$ cat src/rtl/universal_shift_register.sv
// universal_shift_register: parametrised shift/rotate/load register with a self-timed burst shifter
//   clk, rst_n      rising-edge clock, asynchronous active-low reset
//   en              clock enable, freezes all state (done is cleared)
//   mode            single-cycle operation select when idle
//   si_right        serial in to bit 0 on shifts toward MSB
//   si_left         serial in to bit WIDTH-1 on shifts toward LSB
//   load_data       parallel load value
//   burst_start     start a burst of burst_len shifts in direction burst_dir
//   burst_len       number of positions, clamped to WIDTH
//   burst_dir       0 = toward MSB, 1 = toward LSB
//   out             register contents; so_msb/so_lsb are its end bits
//   busy            burst in progress with shifts remaining
//   done            one-cycle pulse after the last burst shift
module universal_shift_register #(
   parameter int WIDTH = 8,
   parameter logic [WIDTH-1:0] RESET_VAL = '0,
   localparam int LW = $clog2(WIDTH + 1)
) (
   input  logic             clk,
   input  logic             rst_n,
   input  logic             en,
   input  logic [2:0]       mode,
   input  logic             si_right,
   input  logic             si_left,
   input  logic [WIDTH-1:0] load_data,
   input  logic             burst_start,
   input  logic [LW-1:0]    burst_len,
   input  logic             burst_dir,
   output logic [WIDTH-1:0] out,
   output logic             so_msb,
   output logic             so_lsb,
   output logic             busy,
   output logic             done
);
   typedef enum logic {IDLE, BURST} state_t;
   localparam logic [LW-1:0] W_L = LW'(WIDTH);
   state_t state_q, state_d;
   logic [WIDTH-1:0] q_q, q_d, shl, shr;
   logic [LW-1:0] cnt_q, cnt_d, l_eff;
   logic dir_q, dir_d, done_q, done_d;
   assign l_eff = (burst_len > W_L) ? W_L : burst_len;
   assign shl = {q_q[WIDTH-2:0], si_right};
   assign shr = {si_left, q_q[WIDTH-1:1]};
   always_comb begin
      q_d = q_q;
      state_d = state_q;
      dir_d = dir_q;
      cnt_d = cnt_q;
      done_d = 1'b0;
      if (en) begin
         if (state_q == BURST) begin
            q_d = dir_q ? shr : shl;
            cnt_d = cnt_q - 1'b1;
            state_d = (cnt_q == LW'(1)) ? IDLE : BURST;
            done_d = (cnt_q == LW'(1));
         end else if (burst_start && l_eff != '0) begin
            // first shift happens on the start edge itself
            q_d = burst_dir ? shr : shl;
            dir_d = burst_dir;
            cnt_d = l_eff - 1'b1;
            state_d = (l_eff == LW'(1)) ? IDLE : BURST;
            done_d = (l_eff == LW'(1));
         end else begin
            case (mode)
               3'b001: q_d = shl;
               3'b010: q_d = shr;
               3'b011: q_d = load_data;
               3'b100: q_d = {q_q[WIDTH-2:0], q_q[WIDTH-1]};
               3'b101: q_d = {q_q[0], q_q[WIDTH-1:1]};
               3'b110: q_d = {q_q[WIDTH-1], q_q[WIDTH-1:1]};
               default: q_d = q_q;
            endcase
         end
      end
   end
   always_ff @(posedge clk or negedge rst_n) begin
      if (!rst_n) begin
         q_q <= RESET_VAL;
         state_q <= IDLE;
         dir_q <= 1'b0;
         cnt_q <= '0;
         done_q <= 1'b0;
      end else begin
         q_q <= q_d;
         state_q <= state_d;
         dir_q <= dir_d;
         cnt_q <= cnt_d;
         done_q <= done_d;
      end
   end
   assign out = q_q;
   assign so_msb = q_q[WIDTH-1];
   assign so_lsb = q_q[0];
   assign busy = (state_q == BURST);
   assign done = done_q;
endmodule

$ cat config.mk
export PLATFORM = sky130hd
export DESIGN_NAME = universal_shift_register
export DESIGN_NICKNAME = d
export VERILOG_FILES = /design/src/rtl/universal_shift_register.sv
export SDC_FILE = /design/constraint.sdc
export NUM_CORES = 1
export LEC_CHECK = 0
export CAP_MARGIN = 20
export CORE_MARGIN = 10
export CORE_UTILIZATION = 36
export CTS_BUF_LIST = sky130_fd_sc_hd__clkbuf_2 sky130_fd_sc_hd__clkbuf_4 sky130_fd_sc_hd__clkbuf_8
export CTS_CLUSTER_DIAMETER = 50
export DETAILED_ROUTE_END_ITERATION = 10
export GPL_TIMING_DRIVEN = 0
export PLACE_DENSITY_LB_ADDON = 0.1
export SETUP_SLACK_MARGIN = 0.4
export SLEW_MARGIN = 20
export SYNTH_ARGS = -nofsm -noshare
export SYNTH_HDL_FRONTEND = slang
export SYNTH_SLANG_ARGS = --single-unit
$ cat constraint.sdc
create_clock -name clk -period 2.43 [get_ports clk]
set_input_delay 0.243 -clock clk [delete_from_list [all_inputs] [get_ports clk]]
set_output_delay 0.243 -clock clk [all_outputs]
set_load 0.01 [all_outputs]
* Yosys cells after proc, flatten, opt, wreduce, memory -nomap -nowiden
Cells that the tools add are included.
** Cells by class
- Magnitude comparators :: 1
- Equal/unequal tests :: 9
- $add $sub $neg :: 2
- Mux-type cells :: 15
- Bitwise operators :: 1
- Reductions and logical operators :: 9
** Operators with widths (count)
- 8-bit one-hot mux with 6 select lines :: 1
- 8-bit two-way mux :: 4
- 4-bit two-way mux :: 3
- 3-bit == test, second input constant :: 3
- 4-bit by 1-bit == test with 1-bit output, second input constant :: 2
- 8-bit nonzero test :: 1
- 4-bit by 1-bit subtractor with 4-bit output, second input constant :: 2
- 1-bit two-way mux :: 7
- 7-bit nonzero test :: 1
- 3-bit by 2-bit == test with 1-bit output, second input constant :: 2
- 3-bit AND reduction :: 2
- 4-bit greater-than comparator, second input constant :: 1
- 2-bit AND reduction :: 2
- 4-bit nonzero test :: 1
- 3-bit by 1-bit == test with 1-bit output, second input constant :: 1
- 3-bit inequality test, second input constant :: 1
- 2-bit nonzero test :: 1
- 1-bit logical AND :: 1
- 1-bit inverter :: 1
** Word-level totals
- Flip-flop bits (word level) :: 15
- Word-level logic and storage cells :: 43

* Logic depth before layout (Yosys ltp)
Gate-level depths: netlist (run 1).
- Depth in word-level cells :: 7
- Gate-level depth with buffers :: 10
- Mapped depth without buffers :: 8

* Least setup slack after synthesis (run 1)
OpenSTA, ideal clock, no wires.
- Path type :: input-to-reg
- From :: in burst_len[0]
- To :: reg q_q[1], in the netlist out[1]
- Arrival :: 2.061 ns
- Cell stages on the path :: 10
- Path slack :: 0.246 ns
- Setup time :: 0.124 ns
- Cell sequence :: nor2b_1 inv_1 ha_1 or3b_1 and2_4 buf_6 o31ai_4 buf_6 nor3_1 a211o_1
** Between the ends
- Word-level cells in the longest chain between the ends :: 6
** Ends and longest elaborated chain
- from (decl) :: line 27 : input logic [LW-1:0] burst_len,
- 4-bit greater-than comparator :: line 41 : assign l_eff = (burst_len > W_L) ? W_L : burst_len;
- 4-bit two-way mux (*) :: line 41
- 4-bit nonzero test (*) :: line 56 : end else if (burst_start && l_eff != '0) begin
- 1-bit logical AND (*) :: line 56
- 8-bit nonzero test (no line) / 8-bit two-way mux (equally long branches)
- 2-bit AND reduction (no line) / 8-bit two-way mux (equally long branches)
- to (signal assigned) :: line 84 : q_q <= q_d;
- to (decl) :: line 38 : logic [WIDTH-1:0] q_q, q_d, shl, shr;
Mark *: on every way between the ends. The rest lies on a longest branch, timed or not.
A chain may end at the register's enable or synchronous reset.

* Worst setup path in the final report (run 1)
- From :: in burst_len[1]
- To :: reg q_q[3], in the netlist out[3]
The elaborated chain is that of the path after synthesis.

==> results by group, run 1 <==
Placement
  • Gp weighted congestion: 0.890
  • Post-DP HPWL: 3650 µm
  • Cell count after placement: 274
  • Area of placed instances: 2000 µm²
  • # port buffers: 31
  • Post-Place Worst Slack: -536 ps

Synth
  • Synth area leader: dfrtp_1
  • Post-synth EDFFs: 0
  • Sequential share of the synthesized area: 23.5%
  • Synth area leaders: dfrtp_1 (23%), mux2i_1 (14%), a2111oi_0 (5.5%), a21oi_1 (5.3%), nand2_1 (4.5%)
  • Synth Warn #: 0
  • Combinational family with the most area after synthesis: compound AO/OA/AOI/OAI gates
  • Post-Synth Adder-Cell Area: 3.13%
  • Library cells used by synthesis: 41
  • Mapped Cells: 191
  • Mux contribution to synthesized area: 16.6%
  • Synth top area share: 23.5%
  • Yosys reg bits: 15
  • Primary FF master, synth: dfrtp_1
  • Fraction of the mapped netlist area in simple logic gates: 16.7%
  • Post-Syn Area per Cell: 8.37 µm²
  • Asr flop ratio synth: 100%
  • Synth Area in XOR/XNOR: 0%
  • Synth Area in Compound Gates: 28.2%
  • Synth Cell Area: 1600 µm²
  • Synth Net Count: 217

STA
  • Slew HR: 54.5%
  • Fmax: 0.498 GHz
  • RSZ-0062 raised after global routing: true
  • Hold Vio Cnt, Final: 0
  • Worst Hold Slack: 368 ps
  • Clk_skew: 5.12 ps
  • Final period util: 82.7%
  • Final setup viols: 0
  • Max Slew Vio Count: 0
  • Slew @ Worst Pin: 682 ps
  • Final worst path period need: 2010 ps
  • Final setup margin: 421 ps

Clock tree
  • CTS max path bufs: 2
  • TritonCTS clock tree: yes
  • Cts hold-fix bufs: 0
  • TritonCTS Buffers: 3
  • CTS Sinks: 15
  • Worst-skew pair later-pin latency: 250 ps
  • Clock transition at path regs: 60 ps
  • Max H-tree Level: 1
  • CTS root buffer: clkbuf_8

Final layout
  • Final nets: 266
  • Ant diodes: 0
  • Area growth syn-to-layout: 42.9%
  • Fin area: 2280 µm²
  • Finished Layout Cells: 291
  • Share of cells above drive strength 1: 27.2%

Worst setup path
  • Critical path type: input pin to flop
  • Crit-path leading delay family: compound AO/OA/AOI/OAI gates
  • Buf+Inv Stages, Crit Path: 3
  • Worst-path maximum fanout: 4
  • CP max stage delay: 370 ps
  • Worst setup EP type: flop
  • Startpoint Class: input pin
  • CP required: 2560 ps
  • Slowest-stage cell, CP: or3b_4
  • Worst Path Arrival: 2140 ps
  • Crit-path cells: clkdlybuf4s15_2 > nand2_2 > ha_4 > or3b_4 > and2_4 > buf_8 > buf_4 > a2111oi_2 > a2111oi_1 > a211o_2

Job
  • Max Cap Viol: 0

Global routing
  • Gr ovfl total: 0
  • Initial antenna violation count: 0
  • First-pass GRT wire length: 8710 µm
  • Overall routing resource usage: 14.2%
  • Top Usage Layer GRT: met2
  • Grt met2 use: 25.2%
  • Vias in the first global route: 1716
  • Met1 Usage GRT: 16.3%
  • Met3 Usage GRT: 3.75%
  • Largest net degree at the start of global routing: 16

Routing
  • Drt drc: 0
  • Initial detailed-routing violation count: 155
  • Vias: 1666
  • Routed wire length: 5210 µm
  • DR WL/cell: 17.9 µm
  • Drt first pass iters: 4
  • Via/cell ratio: 5.73
  • Final antenna-violating net count: 0

Floorplan
  • Ports: 34
  • Initial core utilization: 37.0%
  • Area of the core: 4320 µm²
  • Row cnt: 24
  • Die Wd: 86.6 µm
  • Die ar.: 7510 µm²
  • Chip Height: 86.6 µm

Pwr
  • Worst vdd ir: 0.455 mV
  • Total power: 1.86 mW
  • Pwr dens: 815 nW/µm²
  • Pleak: 0.974 nW

Worst hold path
  • Min-Delay Path Class: input pin to flop

Outcome
  • Status: completed
worst min-delay path: cells and delay by family:
| kind | cells | cell delay [ps] |
|---|---|---|
| AO/OA/AOI/OAI | 2 | 200 |
| AND/OR/NAND/NOR | 1 | 60 |
| buffers and inverters | 1 | 70 |
worst paths after layout:
check,start,to,slack [ps],depth (start not counted)
worst min register to register,cnt_q[1],cnt_q[1],600,2
min in group asynchronous,rst_n,out[3],400,1
worst min-delay path,burst_len[0],cnt_q[3],370,4
max in group asynchronous,rst_n,out[7],1600,1
worst max-delay path,burst_len[1],out[3],420,10
worst max register to register,out[2],out[3],490,6
report_power, final:
part	internal (mW)	leakage, nW	switching, mW
clock network	0.127	0.0262	0.0807
logic	0.600	0.763	0.588
registers	0.354	0.185	0.112
registers in the layout, summed over array words and instances, names as in the netlist:
register	cells
dir_q	1
cnt_q	4
done	1
out	8
busy	1
layer usage:
| layer | vias up | part of all wire [%] | wire, µm |
|---|---|---|---|
| li1 | 812 | - | - |
| met1 | 807 | 41 | 2110 |
| met2 | 41 | 54 | 2800 |
| met3 | 6 | 4.3 | 224 |
| met4 | 0 | 1.2 | 65 |
| met5 | - | 0 | 0 |
cells in the mapped netlist, types with 4 or more instances:
master      n
mux2i_1    22
inv_1       7
ha_1        4
mux2_2      4
a21oi_1    17
a2111oi_0  10
a211oi_1    6
nor2_1      7
nand3_1     4
o21ai_0    10
dfrtp_1    15
nand2_1    19
nor3_1      8
and3b_1     5
a211o_2     4
clkbuf_1    8
layout by cell type, fill, tap and decap left out, types with 2 or more instances in the layout:
cell | netlist | layout
clkdlybuf4s50_1 | 0 | 27
mux2i_1 | 22 | 21
nand2_1 | 19 | 17
a21oi_1 | 17 | 17
dfrtp_1 | 15 | 15
buf_4 | 2 | 13
o21ai_0 | 10 | 10
clkbuf_8 | 3 | 6
clkbuf_1 | 8 | 6
nor2_1 | 7 | 6
inv_1 | 7 | 5
nor3_1 | 8 | 5
and3b_1 | 5 | 5
a211oi_1 | 6 | 5
clkbuf_4 | 0 | 4
buf_6 | 3 | 4
nand3_1 | 4 | 4
mux2_2 | 4 | 4
a2111oi_2 | 0 | 4
a211o_2 | 4 | 4
nor3_2 | 0 | 3
a31oi_1 | 3 | 3
a2111oi_1 | 0 | 3
ha_1 | 4 | 3
inv_2 | 0 | 2
nand2_2 | 0 | 2
buf_8 | 0 | 2
a211o_1 | 2 | 2
buf_1 | 3 | 2
o211ai_1 | 2 | 2
o22ai_1 | 2 | 2
o31ai_1 | 2 | 2
clkdlybuf4s15_2 | 1 | 2
a2111oi_0 | 10 | 2
stage by stage:
step	setup TNS (ps)	utilization, %
3_3_place_gp	-2880	46.3
4_1_cts	0	51.2
5_1_grt	0	52.8
3_5_place_dp	-3450	46.3
6_report	0	52.8
2_1_floorplan	0	-
cells by family after synthesis:
logic type / after synthesis
AO/OA/AOI/OAI: 64
adder cells (fa/ha/maj): 4
buffers and inverters: 30
flip-flops: 15
multiplexers: 26
AND/OR/NAND/NOR: 52
area by class of cell:
class / count / area [µm²]
fill: 414 / 2040
multi-input combinational: 146 / 1140
inverter: 7 / 26.3
tap: 52 / 65.1
clock buffer: 4 / 48.8
buffer: 23 / 184
sequential: 15 / 375
timing repair buffer: 44 / 447
repair_timing:
item                                    CTS  global route
cloned                                    1             0
gates resized for setup                  28            23
endpoints found under the setup margin   12             7
setup buffers                            11             1
pin swaps                                 5             4
No activity file was read; power rests on OpenSTA's default activity.
==> inputs of run 2 (changes only) <==
- clock period: 2.43 -> 1.82 ns (I/O delays scaled with it)
==> run 2 against run 1 <==
The run now ends with setup timing left. Routed wire length rose by 3.7%. Sequential power grew 32%. Sequential share of layout area decreased by 1.1 points. Utilization is 3.9 points higher. Critical path depth is 2 higher. Clock skew about the same. First-iteration DRC count shrank 21%. Clock-buffer cell count did not move. Design area is 7.4% higher. Critical endpoint is now out[4].
==> results by group, run 2 (same netlist as run 1, synthesis figures left out) <==
Worst setup path
  • Worst-path maximum fanout: 5 (+1)
  • Slowest-stage cell, CP: or3b_4
  • Crit. Startpoint: burst_len[0]
  • Crit-path cells: buf_6 > nor2b_4 > inv_2 > ha_4 > or3b_4 > and2_4 > buf_8 > o31ai_4 > buf_6 > buf_16 > nor3_2 > a211o_2
  • CP required: 1960 ps (-600 ps)
  • Startpoint Class: input pin
  • Reg-to-reg setup timing slack: 40 ps (-450 ps)
  • Worst Path Arrival: 2090 ps (-50 ps)
  • Most used cell, CP: buf_6
  • Critical path type: input pin to flop
  • Worst setup EP type: flop
  • Worst r2r src: out[1]
  • Crit path capture: out[4]
  • Reg-to-reg endpoint: out[2]
  • FF-to-FF path depth: 6 (unchanged)
  • CP max stage delay: 370 ps (about the same)

Final layout
  • Fin area: 2450 µm² (+7.4%)
  • Commonest non-fill, non-tap cell in the layout: clkdlybuf4s50_1
  • Share of cells above drive strength 1: 35.4% (+8.2 points)
  • Core Util, Final: 56.8% (+3.9 points)
  • Most frequent cells in the layout: clkdlybuf4s50_1 (24), mux2i_1 (22), a21oi_1 (16), buf_4 (16), nand2_1 (15)
  • # fillers: 388 (-6.3%)
  • Ant diodes: 0 (unchanged)
  • Finished Layout Cells: 298 (+2.4%)
  • Final nets: 273 (+2.6%)
  • Area occupied by multi-input gates: 1210 µm² (+6.2%)
  • Area growth syn-to-layout: 53.5%
  • Storage cell area: 377 µm² (+0.33%)
  • Max reg flops: 8 (unchanged)

STA
  • Clk_skew: 5.30 ps (+0.174 ps)
  • Final worst path period need: 1950 ps
  • Slew HR: 52.0% (-2.5 points)
  • Final setup viols: 5 (+5)
  • Worst Hold Slack: 271 ps (-96.4 ps)
  • Final setup margin: -126 ps (-547 ps)
  • Fmax: 0.514 GHz
  • Final setup TNS: -504 ps (-504 ps)
  • Max Slew Vio Count: 0 (unchanged)
  • Slew @ Worst Pin: 717 ps (+35.1 ps)
  • Hold Vio Cnt, Final: 0 (unchanged)
  • Final period util: 107%
  • RSZ-0062 raised after global routing: true

Routing
  • Drt drc: 0 (unchanged)
  • DR WL/cell: 18.1 µm (+1.3%)
  • Drt first pass iters: 4 (unchanged)
  • Initial detailed-routing violation count: 122 (-21%)
  • Routed wire length: 5400 µm (+3.7%)
  • Final antenna-violating net count: 0 (unchanged)
  • Vias: 1714 (+2.9%)
  • Via/cell ratio: 5.75 (+0.46%)

Global routing
  • First-pass GRT wire length: 8610 µm (-1.2%)
  • Vias in the first global route: 1726 (+0.58%)
  • Gr ovfl total: 0 (unchanged)
  • Initial antenna violation count: 0 (unchanged)
  • Overall routing resource usage: 14.0% (-0.21 points)
  • Largest net degree at the start of global routing: 16 (unchanged)

Floorplan
  • Die ar.: 7510 µm² (unchanged)
  • Die Wd: 86.6 µm (unchanged)
  • Initial core utilization: 37.0% (unchanged)
  • Chip Height: 86.6 µm (unchanged)
  • Ports: 34 (unchanged)
  • Area of the core: 4320 µm² (unchanged)
  • Row cnt: 24 (unchanged)

Placement
  • Gp weighted congestion: 0.891 (about the same)
  • # port buffers: 31 (unchanged)
  • Post-DP HPWL: 3690 µm (+0.95%)
  • Cell count after placement: 274 (unchanged)
  • Area of placed instances: 2000 µm² (unchanged)
  • Post-Place Worst Slack: -1110 ps (-569 ps)

Outcome
  • Status: complete, but fails checks
  • Failing checks: setup timing

Clock tree
  • Cts hold-fix bufs: 0 (unchanged)
  • TritonCTS Buffers: 3 (unchanged)
  • Clock transition at path regs: 60 ps (about the same)
  • Max H-tree Level: 1 (unchanged)
  • TritonCTS clock tree: yes
  • Worst-skew pair later-pin latency: 250 ps (about the same)
  • CTS Sinks: 15 (unchanged)
  • CTS max path bufs: 2 (unchanged)
  • CTS root buffer: clkbuf_8

Pwr
  • Pwr dens: 1060 nW/µm² (+30%)
  • Worst vdd ir: 0.593 mV (+30%)
  • Pleak: 1.08 nW (+11%)
  • Total power: 2.61 mW (+40%)

Job
  • Max Cap Viol: 0 (unchanged)

Worst hold path
  • Min-Delay Path Class: input pin to flop
==> run 2: cell count changes in the layout (fill, tap and decap cells not counted), moves of 2 or more <==
cell             change
clkbuf_1             -5
clkbuf_2             +5
buf_6                +4
buf_4                +3
clkdlybuf4s50_1      -3
buf_2                +2
dlygate4sd2_1        +2
nand2_1              -2
o22ai_1              -2
==> run 2: area by class of cell <==
class	count	area share, %
flip-flops and latches	15	15.3
inverters	7	1.07
repair buffers	51	21.6
well taps	52	2.65
plain buffers	23	8.15
clock buffers	4	1.99
multi-input cells	146	49.2
==> run 2: where the power goes <==
part	switching (mW)	total (mW)	internal, mW
clock	0.120	0.290	0.170
combinational	0.844	1.70	0.859
sequential	0.142	0.617	0.474
==> run 2: worst min path at each step <==
stage	cells after the start	end	startpoint
final	4	cnt_q[3]	burst_len[0]
after global routing	4	cnt_q[3]	burst_len[0]
after CTS	4	cnt_q[3]	burst_len[0]
after detailed placement	2	cnt_q[1]	cnt_q[1]
after global placement	2	cnt_q[1]	cnt_q[1]
after floorplan	0	busy	rst_n
==> run 2: worst max-delay path, delay by kind of cell <==
kind	cells	cell delay, ps
AOI/OAI and AO/OA	2	550
adders and majority gates	1	120
buffers and inverters	5	540
and+or+nand+nor	4	690
==> run 2: repair_timing <==
item	4_1_cts	5_1_grt
gates resized for setup	46	39
cloned	2	0
setup endpoints to repair	20	16
pin swaps	8	7
setup buffers	14	4
==> run 2: per-layer routing <==
layer / routed length, µm / up-vias / part of all wire, % / global-route usage [%]
li1: - / 833 / - / -
met1: 2170 / 841 / 40 / 15.1
met2: 2970 / 34 / 55 / 26.4
met3: 211 / 6 / 3.9 / 3.56
met4: 46 / 0 / 0.85 / 2.95
met5: 0 / - / 0 / 0
